`src/rtl/otter_pipe_pkg.sv`:
```
// Shared types for the OTTER pipeline controller: FSM state encoding and
// operand-forward select codes used by the hazard controller and fwd_unit.
package otter_pipe_pkg;

  typedef enum logic [1:0] {
    RUN   = 2'd0,
    DRAIN = 2'd1,
    ACK   = 2'd2
  } state_t;

  localparam logic [1:0] FWD_RF  = 2'b00;
  localparam logic [1:0] FWD_MEM = 2'b01;
  localparam logic [1:0] FWD_WB  = 2'b10;

endpackage

```
`src/rtl/pipe_hazard_ctrl_fwd_unit.sv`:
```
// Operand forward select for one EX ALU source. The youngest producer (MEM)
// wins over WB; x0 is never forwarded because it is hardwired to zero.
module fwd_unit
  import otter_pipe_pkg::*;
(
  input  logic [4:0] rs,
  input  logic [4:0] mem_rd,
  input  logic       mem_reg_write,
  input  logic [4:0] wb_rd,
  input  logic       wb_reg_write,
  output logic [1:0] sel
);

  // Pick the most recent in-flight writer of rs, else read the register file.
  always_comb begin
    sel = FWD_RF;
    if (wb_reg_write && (wb_rd != 5'd0) && (wb_rd == rs)) sel = FWD_WB;
    if (mem_reg_write && (mem_rd != 5'd0) && (mem_rd == rs)) sel = FWD_MEM;
  end

endmodule

```
`src/rtl/pipe_hazard_ctrl.sv`:
```
// Central control for the five-stage OTTER pipe: stage enables/flushes,
// PC hold, ALU operand forwarding and interrupt entry by draining the pipe.
// No datapath state lives here; only the FSM, drain counter and the
// saturating stall/flush event counters.
module pipe_hazard_ctrl
  import otter_pipe_pkg::*;
#(
  parameter int DRAIN_CYCLES = 3,
  parameter int CNT_W        = 16
) (
  input  logic             CLK,
  input  logic             RESET_N,
  input  logic [4:0]       de_rs1,
  input  logic [4:0]       de_rs2,
  input  logic             de_use_rs1,
  input  logic             de_use_rs2,
  input  logic [4:0]       ex_rd,
  input  logic             ex_reg_write,
  input  logic             ex_mem_read,
  input  logic [4:0]       mem_rd,
  input  logic [4:0]       wb_rd,
  input  logic             mem_reg_write,
  input  logic             wb_reg_write,
  input  logic             ex_redirect,
  input  logic             mem_busy,
  input  logic             intr_req,
  input  logic             intr_en,
  output logic             pc_write,
  output logic             if_de_en,
  output logic             de_ex_en,
  output logic             ex_mem_en,
  output logic             mem_wb_en,
  output logic             if_de_flush,
  output logic             de_ex_flush,
  output logic [1:0]       fwd_a_sel,
  output logic [1:0]       fwd_b_sel,
  output logic             intr_ack,
  output logic [CNT_W-1:0] stall_cnt,
  output logic [CNT_W-1:0] flush_cnt
);

  localparam logic [3:0] DRAIN_LOAD = 4'(DRAIN_CYCLES - 1);

  state_t     state;
  logic [3:0] drain_cnt;
  logic       lu;
  logic       lu_eff;
  logic       stall_ev;
  logic       flush_ev;
  logic [1:0] fwd_a_raw;
  logic [1:0] fwd_b_raw;

  // Saturating increment: counters stick at all-ones instead of wrapping.
  function automatic logic [CNT_W-1:0] sat_inc(input logic [CNT_W-1:0] v);
    return (&v) ? v : v + {{(CNT_W-1){1'b0}}, 1'b1};
  endfunction

  fwd_unit u_fwd_a (
    .rs            (de_rs1),
    .mem_rd        (mem_rd),
    .mem_reg_write (mem_reg_write),
    .wb_rd         (wb_rd),
    .wb_reg_write  (wb_reg_write),
    .sel           (fwd_a_raw)
  );

  fwd_unit u_fwd_b (
    .rs            (de_rs2),
    .mem_rd        (mem_rd),
    .mem_reg_write (mem_reg_write),
    .wb_rd         (wb_rd),
    .wb_reg_write  (wb_reg_write),
    .sel           (fwd_b_raw)
  );

  assign fwd_a_sel = RESET_N ? fwd_a_raw : FWD_RF;
  assign fwd_b_sel = RESET_N ? fwd_b_raw : FWD_RF;

  // A load in EX feeding the DE instruction cannot be forwarded in time.
  assign lu = ex_mem_read && (ex_rd != 5'd0) &&
              ((de_use_rs1 && (ex_rd == de_rs1)) || (de_use_rs2 && (ex_rd == de_rs2)));

  // A redirect squashes the dependent instruction; in ACK the PC must load
  // mtvec, so a stall there is not applied.
  assign lu_eff = lu && !ex_redirect && (state != ACK);

  // Per-cycle stage control: freeze > redirect > load-use > run, then the
  // FSM overlays its PC hold / front-end flush / acknowledge.
  always_comb begin
    pc_write    = 1'b1;
    if_de_en    = 1'b1;
    de_ex_en    = 1'b1;
    ex_mem_en   = 1'b1;
    mem_wb_en   = 1'b1;
    if_de_flush = 1'b0;
    de_ex_flush = 1'b0;
    intr_ack    = 1'b0;
    stall_ev    = 1'b0;
    flush_ev    = 1'b0;
    if (!RESET_N) begin
      pc_write = 1'b1;
    end else if (mem_busy) begin
      pc_write  = 1'b0;
      if_de_en  = 1'b0;
      de_ex_en  = 1'b0;
      ex_mem_en = 1'b0;
      mem_wb_en = 1'b0;
    end else begin
      if (ex_redirect) begin
        if_de_flush = 1'b1;
        de_ex_flush = 1'b1;
        flush_ev    = 1'b1;
      end else if (lu_eff) begin
        pc_write    = 1'b0;
        if_de_en    = 1'b0;
        de_ex_flush = 1'b1;
        stall_ev    = 1'b1;
      end
      case (state)
        DRAIN: begin
          pc_write = 1'b0;
          // Keep a stalled DE instruction rather than flushing it away.
          if (!lu_eff) if_de_flush = 1'b1;
        end
        ACK: begin
          pc_write    = 1'b1;
          if_de_flush = 1'b1;
          intr_ack    = 1'b1;
        end
        default: begin
          pc_write = pc_write;
        end
      endcase
    end
  end

  // Interrupt entry sequencer: RUN -> DRAIN (count down) -> ACK -> RUN.
  always_ff @(posedge CLK or negedge RESET_N) begin
    if (!RESET_N) begin
      state     <= RUN;
      drain_cnt <= 4'd0;
    end else if (!mem_busy) begin
      case (state)
        RUN: begin
          if (intr_req && intr_en && !ex_redirect && !lu) begin
            state     <= DRAIN;
            drain_cnt <= DRAIN_LOAD;
          end
        end
        DRAIN: begin
          if (!intr_req) begin
            state <= RUN;
          end else if (drain_cnt == 4'd0) begin
            state <= ACK;
          end else begin
            drain_cnt <= drain_cnt - 4'd1;
          end
        end
        ACK: begin
          state <= RUN;
        end
        default: begin
          state <= RUN;
        end
      endcase
    end
  end

  // Performance counters: one count per applied stall / redirect flush.
  always_ff @(posedge CLK or negedge RESET_N) begin
    if (!RESET_N) begin
      stall_cnt <= '0;
      flush_cnt <= '0;
    end else begin
      if (stall_ev) stall_cnt <= sat_inc(stall_cnt);
      if (flush_ev) flush_cnt <= sat_inc(flush_cnt);
    end
  end

endmodule

```
`config.mk`:
```
export PLATFORM = sky130hd
export DESIGN_NAME = pipe_hazard_ctrl
export DESIGN_NICKNAME = d
export VERILOG_FILES = /design/src/rtl/otter_pipe_pkg.sv /design/src/rtl/pipe_hazard_ctrl_fwd_unit.sv /design/src/rtl/pipe_hazard_ctrl.sv
export SDC_FILE = /design/constraint.sdc
export NUM_CORES = 1
export LEC_CHECK = 0
export ABC_AREA = 1
export CAP_MARGIN = 15
export CORE_MARGIN = 5
export CORE_UTILIZATION = 49
export DETAILED_ROUTE_END_ITERATION = 10
export PLACE_DENSITY_LB_ADDON = 0.08
export SYNTH_ARGS = -nofsm -noshare
export SYNTH_HDL_FRONTEND = slang
export SYNTH_SLANG_ARGS = --single-unit
export TNS_END_PERCENT = 100
```
`constraint.sdc`:
```
create_clock -name CLK -period 1.95 [get_ports CLK]
set_input_delay 0.39 -clock CLK [delete_from_list [all_inputs] [get_ports CLK]]
set_output_delay 0.39 -clock CLK [all_outputs]
set_load 0.1 [all_outputs]
```
# Yosys cells after proc, flatten, opt, wreduce, memory -nomap -nowiden
# Cells that the tools add are included.
[classes] add_sub_neg=3 n_eq_ne=13 mux=40 n_bitwise=3 reduce_logical=30
[ops] op="$add 16x1->16 const B" n=2
[ops] op="$reduce_and 16->1" n=2
[ops] op="$eq 5x5->1" n=6
[ops] op="$mux 1" n=24
[ops] op="$mux 2" n=9
[ops] op="$logic_and 1x1->1" n=15
[ops] op="$reduce_bool 5->1" n=3
[ops] op="$mux 4" n=3
[ops] op="$ne 2x2->1 const B" n=4
[ops] op="$pmux 4 s2" n=1
[ops] op="$reduce_and 5->1" n=1
[ops] op="$logic_not 4->1" n=1
[ops] op="$pmux 1 s2" n=2
[ops] op="$pmux 2 s2" n=1
[ops] op="$reduce_and 2->1" n=2
[ops] op="$sub 4x1->4 const B" n=1
[ops] op="$ne 3x3->1 const B" n=1
[ops] op="$not 1->1" n=3
[ops] op="$reduce_and 3->1" n=1
[ops] op="$eq 2x1->1 const B" n=1
[ops] op="$eq 2x2->1 const B" n=1
[ops] op="$logic_not 1->1" n=2
[ops] op="$logic_not 2->1" n=1
[ops] op="$reduce_bool 2->1" n=1
[ops] op="$logic_or 1x1->1" n=1
[word_totals] regBits=38 in_bits=37 wordCells=93

# Depth between registers and ports, before layout
[logic_depth] depth_word=11 mapped_depth=12 mapped_depth_nobuf=12

# By module
# From an unflattened synthesis, not the netlist that was laid out.
[hier_totals] hier_cells=466 area_unflattened_um2=3064.2
[modules_own_cells] mod="pipe_hazard_ctrl" n_inst=1 cells_each=366 area_each_um2=2621.3 seq_area_each_um2=950.9
[modules_own_cells] mod="fwd_unit" n_inst=2 cells_each=50 area_each_um2=221.5 seq_area_each_um2=0.0

# Least setup slack after synthesis
# Ideal clock, no wire load.
[synth_timing] path_kind="input -> output" from="input mem_busy" to="output de_ex_flush" arrival_ns=2.624 t_required_ns=1.560 path_slack_ns=-1.064 stages=3 path_buffers=0 path_cell_list="inv_2 -> nand2_1 -> o21ai_0"
[synth_via] elab_chain_len=2
[synth_lines] item="start: declaration" line_no="pipe_hazard_ctrl.sv:25" text="input logic mem_busy,"
[synth_lines] item="$mux 1" line_no="pipe_hazard_ctrl.sv:102" text="end else if (mem_busy) begin"
[synth_lines] item="$mux 1" line_no="pipe_hazard_ctrl.sv:100" text="if (!RESET_N) begin"
[synth_lines] item="end: declaration" line_no="pipe_hazard_ctrl.sv:34" text="output logic de_ex_flush,"
# Every way passes these cells.

# Worst setup path after layout
[layout_timing] from="input ex_redirect" to="output pc_write"
[layout_via] elab_chain_len=8
[layout_lines] item="start: declaration" line_no="pipe_hazard_ctrl.sv:24" text="input logic ex_redirect,"
[layout_lines] item="$logic_not 1->1" line_no="pipe_hazard_ctrl.sv:85" text="assign lu_eff = lu && !ex_redirect && (state != ACK);"
[layout_lines] item="$logic_and 1x1->1 (2 in a row)" line_no="pipe_hazard_ctrl.sv:85"
[layout_lines] item="$mux 1" line_no="pipe_hazard_ctrl.sv:113" text="end else if (lu_eff) begin"
[layout_lines] item="$mux 1 (*)" line_no="pipe_hazard_ctrl.sv:109" text="if (ex_redirect) begin"
[layout_lines] item="$pmux 1 s2 (*)" line_no="pipe_hazard_ctrl.sv:119" text="case (state)"
[layout_lines] item="$mux 1 (*)" line_no="pipe_hazard_ctrl.sv:102"
[layout_lines] item="$mux 1 (*)" line_no="pipe_hazard_ctrl.sv:100"
[layout_lines] item="end: declaration" line_no="pipe_hazard_ctrl.sv:28" text="output logic pc_write,"
# Mark *: on every way between the ends. The rest lies on a longest branch, timed or not.

==> flow_summary.yaml <==
status:
  outcome: "complete, but fails checks"
  failed_checks: "setup timing"
setup_path:
  r2r_path_end: "stall_cnt[0]"
  cp_slowest_stage_delay_ns: 0.48
  worst-setup-path-type: "in2out"
  cp_data_arrival_time_ns: 1.59
  critical_path.endpoint_type: "primary output"
  timing.critical_path.from_type: "input port"
  critPathMaxFanout: 3
  worst-r2r-cell-count: 8
  r2r_start: "stall_cnt[0]"
  worst-endpoint-required_ns: 1.56
  crit_slowest_cell: "clkdlybuf4s50_1"
  regToRegSetupSlack_ns: 0.10
  crit_chain: "clkdlybuf4s50_1 -> nor2_4 -> nand3_4 -> nand2_4 -> nand2_8 -> o21a_4 -> buf_12"
sta:
  setup_repair_after_global_routing_missed_its_margin: "yes"
  slew_headroom_pct: 69.6
  worstMarginPinSlew_ns: 0.452
  slew_violations: 0
  final.period_utilization_pct: 102
  final-hold-violation-count: 0
  post-route-min-period_ns: 1.98
  maxClockFrequency_mhz: 505
  fin_ws_ns: -0.0295
  whs_ns: 0.0769
  setup_violations: 2
  timing.clock.skew_ns: 0.0174
floorplanning:
  core_area_um2: 5850
  fp.dieArea_um2: 7560
  die_w_um: 86.9
  design.portCount: 81
  fp.dieH_um: 86.9
  initial_core_util_pct: 49.6
  placement_rows: 28
synth:
  post-synth-top-area-fraction_pct: 32.8
  synth.top_cells.by_count: "nand2_1 (132), inv_1 (48), nor2_1 (44)"
  mappedNetlistArea_um2: 2900
  ys_warns: 0
  number_of_synthesized_flops_with_an_enable_pin: 0
  postSynthNetCount: 464
  synth-seq-area-share_pct: 32.8
  synth.top_cells.by_area: "dfrtp_1 (33%), nand2_1 (17%), xor2_1 (6.6%)"
  synthMostInstantiatedCell: "nand2_1"
  synth_seq_cells: 38
  post-synth-top-area-cell: "dfrtp_1"
  post_synth_inst_count: 420
  cell_variety_after_synth: 30
  postSynth.asyncResetShare_pct: 100
  avgSynthCellArea_um2: 6.91
  dominantRegCellSynth: "dfrtp_1"
global_routing:
  globalRouteTotalUtil_pct: 23.8
  globalRouteOverflowTotal: 0
  first_global_vias: 3276
  grt_first_pass_wirelength_mm: 14.6
  grt_max_degree: 34
  antenna_found_initial: 0
clocking:
  cts_tree: "built"
  clk_root_buffer_cell: "clkbuf_8"
  worst_skew_pair.late_latency_ns: 0.30
  cts_inserted_buffers: 5
  cts-root-to-sink-buffers: 2
  ctsHtreeMaxLevel: 2
  clkSinkCount: 38
  clkTransAtPathRegs_ns: 0.09
place:
  finalWeightedCongestion: 0.860
  dp_cells: 601
  post-place-ws_ns: -0.447
  hpwl_mm: 6.73
  portBuffers: 79
  placedInstanceArea_um2: 4450
drt:
  num_vias: 3266
  wl_per_cell_um: 14.6
  ant_nets: 0
  viasPerCell: 5.31
  drc: 0
  first_iter_violations: 224
  detail_route.wirelength_mm: 8.97
  drt_pre_antenna_iters: 5
pwr:
  cellPowerDensity_nw_per_um2: 762
  max-vdd-ir-drop_mv: 0.964
  power.static_leakage_nw: 2.24
final_layout:
  final_area_um2: 4650
  antenna_cells_inserted: 0
  p_r_area_growth_vs_syn_pct: 60.4
  final_layout_size_suffix_gt1_share_pct: 37.2
  fin_nets: 583
  finalNonFillerCells: 615
  fillCellCount: 383
flow_run:
  cap_viol_max_count: 0
hold_path:
  hp-class: "in2async"
## critical path: cells and delay by family
kind / cells / cell delay (ns)
buffers and inverters: 2 / 0.64
AND/OR/NAND/NOR: 4 / 0.43
AO/OA/AOI/OAI: 1 / 0.13
## power breakdown
group          switching, mW  leakage, nW  internal [mW]
Sequential             0.164        0.470          0.918
Combinational           1.11         1.72          0.643
Clock                  0.286       0.0585          0.418
## what timing repair did
item                                    CTS  global route
hold buffers                              0             0
gates resized for setup                 115            28
buffers inserted                          4             2
endpoints found under the setup margin   14            17
pin swaps                                26            24
endpoints found under the hold margin     0             0
## placed cells by master, fill, tap and decap left out, types with 3 or more instances in the layout
cell type | synthesis | final
xnor2_1 | 14 | 11
dfrtp_4 | 0 | 3
clkbuf_8 | 0 | 6
buf_6 | 1 | 4
dlygate4sd2_1 | 0 | 8
nand3_1 | 25 | 23
o21ai_0 | 10 | 6
nor4_1 | 5 | 3
inv_2 | 7 | 15
dfrtp_2 | 0 | 26
a21oi_1 | 5 | 4
or2_2 | 4 | 4
nor3_1 | 14 | 13
buf_12 | 0 | 38
nand2_2 | 2 | 7
ha_1 | 7 | 6
nor2_4 | 1 | 5
buf_2 | 1 | 13
inv_1 | 48 | 40
nor2_2 | 2 | 8
clkdlybuf4s50_1 | 0 | 3
nor2_1 | 44 | 34
buf_4 | 2 | 46
dfrtp_1 | 38 | 9
nand4_1 | 22 | 22
o22ai_1 | 4 | 4
xnor2_2 | 0 | 3
nor3_2 | 2 | 3
nand2_1 | 132 | 125
xor2_1 | 22 | 22
## layer usage
| metal | GRT usage (%) | up-vias | part of all wire, % |
|---|---|---|---|
| li1 | - | 1586 | - |
| met1 | 29.5 | 1555 | 41 |
| met2 | 42.7 | 112 | 53 |
| met3 | 4.45 | 13 | 5.7 |
| met4 | 5.52 | 0 | 1.0 |
| met5 | 0 | - | 0 |
## worst max-delay path by stage
| stage | from | end | slack [ns] | depth (start not counted) |
|---|---|---|---|---|
| after global routing | state[1] | if_de_flush | -0.06 | 6 |
| after global placement | de_rs2[1] | pc_write | -0.42 | 12 |
| after CTS | state[1] | pc_write | -0.02 | 7 |
| after floorplan | state[0] | de_ex_flush | -0.34 | 5 |
| after detailed placement | de_rs1[1] | fwd_a_sel[0] | -0.45 | 7 |
| final | ex_redirect | pc_write | -0.03 | 7 |
## logic make-up after synthesis
kind of cell	after synthesis	synth area share [%]
xor gates and xnor gates	36	10.9
and+or+nand+nor	258	41.0
DFF	38	32.8
AOI/OAI and AO/OA	21	4.01
buffers and inverters	60	8.33
adders and majority gates	7	3.02
## state kept, by name, indices dropped and copies added (netlist names)
| name | flops |
|---|---|
| state | 2 |
| flush_cnt | 16 |
| drain_cnt | 4 |
| stall_cnt | 16 |
## stage by stage
step,power (mW),setup TNS (ns),utilization (%)
6_report,3.54,-0.0382,79.5
5_1_grt,3.73,-0.252,79.5
4_1_cts,3.49,-0.0225,78.1
3_5_place_dp,2.76,-8.78,76.0
3_3_place_gp,2.71,-7.22,76.0
2_1_floorplan,2.14,-0.827,-
## layout make-up
cell class                      instances  area [µm²]  share of cell area [%]
Clock buffer                            7        86.3                    1.86
Clock inverter                          1        30.0                   0.646
Inverter                               56         210                    4.52
Multi-Input combinational cell        322        1890                    40.6
Sequential cell                        38         995                    21.4
Tap cell                               75        93.8                    2.02
Timing Repair Buffer                  116        1350                    29.0
Power figures use the tool's default switching activity.
